--- config.mk ---
export PLATFORM = sky130hd
export DESIGN_NAME = control_unit
export DESIGN_NICKNAME = d
export VERILOG_FILES = /design/src/rtl/control_unit.sv
export SDC_FILE = /design/constraint.sdc
export NUM_CORES = 1
export LEC_CHECK = 0
export ABC_CLOCK_PERIOD_IN_PS = 1100
export BUFFER_PORTS_ARGS = -buffer_cell sky130_fd_sc_hd__buf_2
export CAP_MARGIN = 20
export CORE_MARGIN = 1
export CORE_UTILIZATION = 38
export CTS_CLUSTER_DIAMETER = 40
export DETAILED_ROUTE_END_ITERATION = 10
export GPL_TIMING_DRIVEN = 0
export PLACE_DENSITY = 0.74
export SYNTH_ARGS = -nofsm -noshare
export SYNTH_HDL_FRONTEND = slang
export SYNTH_SLANG_ARGS = --single-unit
--- constraint.sdc ---
create_clock -name clk -period 1.1 [get_ports clk]
set_clock_uncertainty 0.05 [all_clocks]
set_input_delay 0.055 -clock clk [delete_from_list [all_inputs] [get_ports clk]]
set_output_delay 0.055 -clock clk [all_outputs]
set_load 0.03 [all_outputs]
--- src/rtl/control_unit.sv ---
// -----------------------------------------------------------------------------
// control_unit
//
// Instruction sequencer for the small RISC stored-program machine. It walks
// each instruction through fetch, decode and execute states. From the current
// state and the instruction register it combinationally drives the ALU
// opcode, the two bus multiplexer selects and every datapath/memory load
// strobe. The registered ALU zero flag resolves the BRZ conditional branch.
//
// Ports
//   clk          rising-edge clock
//   rst          asynchronous, active-low reset (state -> IDLE, strobes 0)
//   instruction  current instruction register contents
//                (opcode [WORD-1:WORD-4], src [3:2], dest [1:0])
//   zero         registered ALU zero flag
//   alu_opcode   opcode field of instruction, passed straight to the ALU
//   load_r       one-hot load strobe for general registers R0..R3
//   load_pc      load PC from bus_2
//   inc_pc       increment PC
//   sel_bus_1    bus_1 source: 0..3 = R0..R3, 4 = PC
//   sel_bus_2    bus_2 source: 0 = ALU_out, 1 = bus_1, 2 = mem_word
//   load_ir      load instruction register
//   load_add_r   load memory address register
//   load_reg_y   load ALU operand register Y
//   load_reg_z   load the zero-flag register
//   write        memory write strobe
//   state        current state encoding, for debug/verification
// -----------------------------------------------------------------------------
module control_unit #(
    parameter int WORD = 8,
    parameter int NREG = 4
) (
    input  logic            clk,
    input  logic            rst,
    input  logic [WORD-1:0] instruction,
    input  logic            zero,
    output logic [3:0]      alu_opcode,
    output logic [NREG-1:0] load_r,
    output logic            load_pc,
    output logic            inc_pc,
    output logic [2:0]      sel_bus_1,
    output logic [1:0]      sel_bus_2,
    output logic            load_ir,
    output logic            load_add_r,
    output logic            load_reg_y,
    output logic            load_reg_z,
    output logic            write,
    output logic [3:0]      state
);

    localparam int RSEL = $clog2(NREG);

    typedef enum logic [3:0] {
        S_IDLE = 4'd0,
        S_FET1 = 4'd1,
        S_FET2 = 4'd2,
        S_DEC  = 4'd3,
        S_EX1  = 4'd4,
        S_RD1  = 4'd5,
        S_RD2  = 4'd6,
        S_WR1  = 4'd7,
        S_WR2  = 4'd8,
        S_BR1  = 4'd9,
        S_BR2  = 4'd10,
        S_HALT = 4'd11
    } state_t;

    localparam logic [3:0] OP_NOP = 4'd0;
    localparam logic [3:0] OP_ADD = 4'd1;
    localparam logic [3:0] OP_SUB = 4'd2;
    localparam logic [3:0] OP_AND = 4'd3;
    localparam logic [3:0] OP_NOT = 4'd4;
    localparam logic [3:0] OP_RD  = 4'd5;
    localparam logic [3:0] OP_WR  = 4'd6;
    localparam logic [3:0] OP_BR  = 4'd7;
    localparam logic [3:0] OP_BRZ = 4'd8;

    localparam logic [2:0] SEL1_PC   = 3'd4;
    localparam logic [1:0] SEL2_ALU  = 2'd0;
    localparam logic [1:0] SEL2_BUS1 = 2'd1;
    localparam logic [1:0] SEL2_MEM  = 2'd2;

    state_t            state_reg;
    state_t            state_next;
    logic              run_reg;
    logic              load_dest;
    logic [RSEL-1:0]   src;
    logic [RSEL-1:0]   dest;

    assign alu_opcode = instruction[WORD-1 -: 4];
    assign src        = instruction[2*RSEL-1:RSEL];
    assign dest       = instruction[RSEL-1:0];
    assign state      = state_reg;

    // run_reg holds the sequencer in IDLE for one full cycle after reset
    // release, so the first FET1 lands on the second rising edge and the
    // asynchronous deassertion has a whole cycle to settle.
    always_ff @(posedge clk or negedge rst) begin
        if (!rst) begin
            state_reg <= S_IDLE;
            run_reg   <= 1'b0;
        end else begin
            state_reg <= state_next;
            run_reg   <= 1'b1;
        end
    end

    // Register load strobes are decoded from a single enable and dest, so at
    // most one bit can ever be set.
    generate
        for (genvar gi = 0; gi < NREG; gi++) begin : g_load_r
            assign load_r[gi] = load_dest && (dest == RSEL'(gi));
        end
    endgenerate

    always_comb begin
        state_next = state_reg;
        sel_bus_1  = 3'd0;
        sel_bus_2  = SEL2_ALU;
        load_dest  = 1'b0;
        load_pc    = 1'b0;
        inc_pc     = 1'b0;
        load_ir    = 1'b0;
        load_add_r = 1'b0;
        load_reg_y = 1'b0;
        load_reg_z = 1'b0;
        write      = 1'b0;

        case (state_reg)
            S_IDLE: begin
                if (run_reg) begin
                    state_next = S_FET1;
                end
            end

            S_FET1: begin
                sel_bus_1  = SEL1_PC;
                sel_bus_2  = SEL2_BUS1;
                load_add_r = 1'b1;
                state_next = S_FET2;
            end

            S_FET2: begin
                sel_bus_2  = SEL2_MEM;
                load_ir    = 1'b1;
                inc_pc     = 1'b1;
                state_next = S_DEC;
            end

            S_DEC: begin
                case (alu_opcode)
                    OP_NOP: begin
                        state_next = S_FET1;
                    end
                    OP_ADD, OP_SUB, OP_AND: begin
                        sel_bus_1  = 3'(src);
                        sel_bus_2  = SEL2_BUS1;
                        load_reg_y = 1'b1;
                        state_next = S_EX1;
                    end
                    OP_NOT: begin
                        sel_bus_1  = 3'(src);
                        sel_bus_2  = SEL2_ALU;
                        load_reg_z = 1'b1;
                        load_dest  = 1'b1;
                        state_next = S_FET1;
                    end
                    OP_RD, OP_WR, OP_BR: begin
                        sel_bus_1  = SEL1_PC;
                        sel_bus_2  = SEL2_BUS1;
                        load_add_r = 1'b1;
                        if (alu_opcode == OP_RD) begin
                            state_next = S_RD1;
                        end else if (alu_opcode == OP_WR) begin
                            state_next = S_WR1;
                        end else begin
                            state_next = S_BR1;
                        end
                    end
                    OP_BRZ: begin
                        if (zero) begin
                            sel_bus_1  = SEL1_PC;
                            sel_bus_2  = SEL2_BUS1;
                            load_add_r = 1'b1;
                            state_next = S_BR1;
                        end else begin
                            // Not taken: step the PC past the target word.
                            inc_pc     = 1'b1;
                            state_next = S_FET1;
                        end
                    end
                    default: begin
                        state_next = S_HALT;
                    end
                endcase
            end

            // The ALU sees Reg_Y (src) on data_2 and bus_1 (dest) on data_1.
            S_EX1: begin
                sel_bus_1  = 3'(dest);
                sel_bus_2  = SEL2_ALU;
                load_reg_z = 1'b1;
                load_dest  = 1'b1;
                state_next = S_FET1;
            end

            S_RD1: begin
                sel_bus_2  = SEL2_MEM;
                load_add_r = 1'b1;
                inc_pc     = 1'b1;
                state_next = S_RD2;
            end

            S_RD2: begin
                sel_bus_2  = SEL2_MEM;
                load_dest  = 1'b1;
                state_next = S_FET1;
            end

            S_WR1: begin
                sel_bus_2  = SEL2_MEM;
                load_add_r = 1'b1;
                inc_pc     = 1'b1;
                state_next = S_WR2;
            end

            S_WR2: begin
                sel_bus_1  = 3'(src);
                write      = 1'b1;
                state_next = S_FET1;
            end

            S_BR1: begin
                sel_bus_2  = SEL2_MEM;
                load_add_r = 1'b1;
                state_next = S_BR2;
            end

            S_BR2: begin
                sel_bus_2  = SEL2_MEM;
                load_pc    = 1'b1;
                state_next = S_FET1;
            end

            S_HALT: begin
                state_next = S_HALT;
            end

            default: begin
                state_next = S_HALT;
            end
        endcase
    end

endmodule

==> implementation parameters, run 1 <==
Parameter                              Value

Run status
  Outcome ... aborted with a tool error
  First error message ... [ERROR DPL-0038] Utilization greater than 100%, impossible to legalize
  Stage reached ... global routing

Floorplanning
  Starting density of the core ... 0.435
  I/O pin count ... 35
  Die Span X ... 41.8 µm
  # rows ... 13
  Height of the die ... 41.8 µm

Place
  Weighted congestion reported at the end of routability-driven placement ... 0.742
  Placed Instances ... 132
  Port-buffer cells ... 34
  DPL Wire Length ... 1340 µm

Synth
  Dominant cells by area after synthesis ... sky130_fd_sc_hd__dfrtp_1 (21%), sky130_fd_sc_hd__nor2_1 (6.9%), sky130_fd_sc_hd__a21oi_1 (6.7%)
  Top FF cell, synth ... sky130_fd_sc_hd__dfrtp_1
  Synth async-reset ratio ... 1.00
  Most common cell in the synthesized netlist ... sky130_fd_sc_hd__nor2_1
  Top cells by count, synth ... sky130_fd_sc_hd__nor2_1 (11), sky130_fd_sc_hd__a21oi_1 (8), sky130_fd_sc_hd__nand2_1 (6)
  Area of the mapped netlist ... 602 µm²
  Warning count from the yosys run ... 0
  Cell accounting for the most synthesized area ... sky130_fd_sc_hd__dfrtp_1
  Post-synthesis cell type count ... 38
  Number of nets produced by synthesis ... 94
  Sequential element share of the synthesized area ... 0.208
  #FFs+latches synth ... 5
  Average size of a mapped cell ... 7.25 µm²
  Post-synthesis cell count ... 83
  Post-synth EDFFs ... 0
  Area share of the largest cell type after synthesis ... 0.208

STA
  Grt repair worst endpoint ... load_r[0]
  Worst EP kind ... primary output

Clocking
  Num CTS Buffers ... 3
  Depth of the CTS H-tree ... 1
  Root buf cell ... sky130_fd_sc_hd__clkbuf_4
  Number of sinks driven by the clock tree ... 5
  Maximum buffer depth of the clock tree ... 2

GRT
  Pin count of the biggest net entering global routing ... 11
==> repair_timing <==
action                     in CTS
hold endpoints to repair        5
hold buffers                    1
pin swaps                       4
gates resized for setup        36
setup buffers                   9
gates cloned                    0
setup endpoints to repair      20
==> logic make-up after synthesis <==
| kind of cell | after synthesis | share of synthesized area |
|---|---|---|
| AOI/OAI and AO/OA | 25 | 0.266 |
| xor gates and xnor gates | 1 | 0.0146 |
| buffers and inverters | 12 | 0.143 |
| DFF | 5 | 0.208 |
| other | 1 | 0.00623 |
| and+or+nand+nor | 39 | 0.362 |
==> per-stage QoR <==
stage           util  hold slack (ps)  worst slack, ps  instance area (µm²)
2_1_floorplan      -             -291             -461                  747
3_3_place_gp   0.677             -182             -445                  936
3_5_place_dp   0.677             -174             -464                  936
4_1_cts        0.833             99.8             -547                 1150
==> inputs of run 2 (changes only) <==
- ABC_CLOCK_PERIOD_IN_PS: 1100 -> 1430
- CORE_AREA: unset -> 2 2 63 65
- CORE_MARGIN: 1 -> unset
- CORE_UTILIZATION: 38 -> unset
- CTS_CLUSTER_DIAMETER: 40 -> unset
- DIE_AREA: unset -> 0 0 65 67
- PLACE_DENSITY: 0.74 -> unset
- PLACE_DENSITY_LB_ADDON: unset -> 0.15
- clock period: 1.1 -> 1.43 ns (I/O delays scaled with it)
==> run 2 against run 1 <==
Against the previous run:
- the flow now finishes, with violations (negative setup slack)
- synthesized cell count unchanged
- synthesized area unchanged
==> implementation parameters, run 2 <==
Parameter                              Value

Synth
  Cell accounting for the most synthesized area ... sky130_fd_sc_hd__dfrtp_1
  Number of nets produced by synthesis ... 94
  Post-synthesis cell type count ... 38
  Dominant cells by area after synthesis ... sky130_fd_sc_hd__dfrtp_1 (21%), sky130_fd_sc_hd__nor2_1 (6.9%), sky130_fd_sc_hd__a21oi_1 (6.7%)
  Average size of a mapped cell ... 7.25 µm²
  Area of the mapped netlist ... 602 µm²
  Post-synthesis cell count ... 83
  Most common cell in the synthesized netlist ... sky130_fd_sc_hd__nor2_1
  Warning count from the yosys run ... 0
  Synth async-reset ratio ... 1.00
  Top cells by count, synth ... sky130_fd_sc_hd__nor2_1 (11), sky130_fd_sc_hd__a21oi_1 (8), sky130_fd_sc_hd__nand2_1 (6)
  Top FF cell, synth ... sky130_fd_sc_hd__dfrtp_1
  Area share of the largest cell type after synthesis ... 0.208
  Sequential element share of the synthesized area ... 0.208
  #FFs+latches synth ... 5
  Post-synth EDFFs ... 0

STA
  Minimum period implied by the final worst setup slack ... 1640 ps
  Minimum setup slack in the final design ... -210 ps
  Setup TNS Final ... -1550 ps
  Number of pins exceeding their max-slew limit in the final report ... 0
  Number of failing hold endpoints at the final stage ... 0
  Period utilisation layout ... 1.15
  Upper clock frequency limit ... 610 MHz
  Final setup violating endpoints ... 13
  RSZ-0062 raised after global routing ... true

Layout
  Fillcell total ... 392
  Max FFs per register ... 4
  Area added between synthesis and finish ... 111%
  Most frequent cells in the layout ... sky130_fd_sc_hd__buf_2 (20), sky130_fd_sc_hd__buf_6 (20), sky130_fd_sc_hd__buf_4 (13), sky130_fd_sc_hd__nor2_4 (6)
  Count of nets after finishing ... 145
  Number of diodes added for antenna fixing ... 0
  Number of cells in the finished layout apart from fillers ... 181
  Final std cell area, no fill ... 1270 µm²
  Fraction of layout cells with a size suffix above 1 ... 0.722

Power
  Final Total Pwr ... 492 µW
  Sw frac ... 0.243
  Sequential cell fraction of total power ... 0.293
  Pleak ... 0.532 nW
  Clk pwr share ... 0.514
  Worst voltage drop across the vdd grid ... 0.293 mV
  Net switching component of the power ... 119 µW
  Gate power share ... 0.193
  Power density of the placed cells ... 387 nW/µm²
  Internal ... 373 µW

GRT
  Global-route met2 utilization ... 0.209
  Global-route total usage across every layer ... 0.114
  Total gr overflow ... 0
  Pin count of the biggest net entering global routing ... 12
  M1 GR Usage ... 0.122
  Number of global-route vias before repair ... 853
  GRT Max-Usage Layer ... met2
  Met3 usage in global routing ... 0.0355
  Antenna violations before repair ... 0
  Wire length of the first global-routing pass ... 3900 µm

Worst setup path
  Arrival @ worst endpoint ... 1520 ps
  Critical-path maximum fanout ... 4
  CP Cell Sequence ... nor3b_4 > nand4_1 > o21ai_2 > nor3b_4 > buf_6
  Buf+Inv Stages, Crit Path ... 1
  Nature of the critical path startpoint ... flop
  Worst reg-to-reg path cell count ... 6
  Critical path capture point type ... output port
  Cell with the most instances on the worst path ... sky130_fd_sc_hd__nor3b_4
  WS Path Type ... flop to output port
  Slowest Stage Delay on Critical Path ... 440 ps
  CP Depth ... 5
  Critical path required time ... 1310 ps
  Slowest library cell on the worst path ... sky130_fd_sc_hd__dfrtp_2
  Worst path top cell family by delay ... simple AND/OR/NAND/NOR gates

Route
  DR vias/cell ... 4.39
  Antenna Violating Nets Remaining ... 0
  Average detailed-routed wire length per instance ... 12.0 µm
  Vias ... 795
  Count of unresolved DRC violations after routing ... 0
  DRT Pass-1 Iters ... 4
  DRT iter0 DRCs ... 10
  Sum of routed wire length over all layers ... 2180 µm

Clocking
  Depth of the CTS H-tree ... 1
  Number of sinks driven by the clock tree ... 5
  Num CTS Buffers ... 3
  TritonCTS clock tree ... done
  Clock-pin transition on the worst setup and hold timing paths ... 30 ps
  Maximum buffer depth of the clock tree ... 2
  Clock insertion delay at the later pin of the skew report ... 220 ps
  Root buf cell ... sky130_fd_sc_hd__clkbuf_8

Place
  Placed Instances ... 165
  Port-buffer cells ... 34
  Pre-CTS setup slack ... -139 ps
  Cell area after placement ... 916 µm²
  DPL Wire Length ... 1500 µm
  Weighted congestion reported at the end of routability-driven placement ... 0.795

Run status
  Outcome ... finished, violations left
  Violated checks ... negative setup slack

Worst hold path
  Worst hold-check path type ... input pin to async pin

Floorplanning
  Starting density of the core ... 0.167
  Die Span X ... 65 µm
  Area of the core ... 3610 µm²
  I/O pin count ... 35
  # rows ... 22
  Total Die Area ... 4360 µm²
  Height of the die ... 67 µm

Run
  Number of maximum-capacitance violations ... 0
run 2: cell counts after synthesis:
No cell type changed its count.
run 2: final timing paths:
| kind | to | from | slack, ps |
|---|---|---|---|
| max in group asynchronous | state[2]$_DFFE_PN0P_ | rst | 1020 |
| min in group clk | state[2]$_DFFE_PN0P_ | instruction[5] | 230 |
| setup reg to reg | state[0]$_DFFE_PN0P_ | state[3]$_DFFE_PN0P_ | 30 |
| setup / recovery | load_r[0] | state[3]$_DFFE_PN0P_ | -210 |
| hold reg to reg | state[0]$_DFFE_PN0P_ | run_reg$_DFF_PN0_ | 600 |
| hold / removal | run_reg$_DFF_PN0_ | rst | 170 |
run 2: cell type report:
class,instances,area (µm²),area share
Timing Repair Buffer,48,387,0.304
Multi-Input combinational cell,66,572,0.450
Buffer,8,68.8,0.0542
Inverter,2,7.51,0.00591
Tap cell,48,60.1,0.0473
Clock buffer,4,45.0,0.0355
Sequential cell,5,130,0.102
run 2: repair_timing:
| action | 4_1_cts | 5_1_grt |
|---|---|---|
| resized for setup | 57 | 8 |
| pin swaps | 13 | 2 |
| hold buffers | 1 | 0 |
| endpoints found under the setup margin | 16 | 16 |
| endpoints found under the hold margin | 5 | 0 |
| buffers inserted | 12 | 2 |
run 2: through the flow:
| step | hold WS (ps) | utilization |
|---|---|---|
| finish | 174 | 0.352 |
| global route | 169 | 0.352 |
| CTS | 141 | 0.340 |
| detailed placement | -162 | 0.254 |
| global placement | -167 | 0.254 |
| floorplan | -274 | - |
run 2: worst reg2reg max path: cells and delay by family, from the launching register on:
kind / cells / cell delay [ps]
compound gates: 1 / 30
flops: 1 / 440
simple gates: 3 / 470
buf+inv: 2 / 290
run 2: cell families after synthesis:
| group | Yosys count | synth area share |
|---|---|---|
| buffers and inverters | 12 | 0.143 |
| other | 1 | 0.00623 |
| flip-flops | 5 | 0.208 |
| AND/OR/NAND/NOR | 39 | 0.362 |
| AO/OA/AOI/OAI | 25 | 0.266 |
| XOR/XNOR | 1 | 0.0146 |
run 2: metal layers:
metal	vias up	wire length [µm]	share of wire
li1	394	-	-
met3	4	162	0.074
met1	366	886	0.41
met4	0	23	0.011
met2	31	1100	0.51
met5	-	0	0
run 2: power groups by stage:
stage | Combinational, mW | Clock (mW) | Sequential, mW
after detailed placement | 0.0866 | 0 | 0.146
final | 0.0948 | 0.253 | 0.144
after CTS | 0.0921 | 0.264 | 0.144
after global routing | 0.104 | 0.283 | 0.144
after floorplan | 0.0503 | 0 | 0.146
after global placement | 0.0862 | 0 | 0.146
No activity file was read; power rests on OpenSTA's default activity.
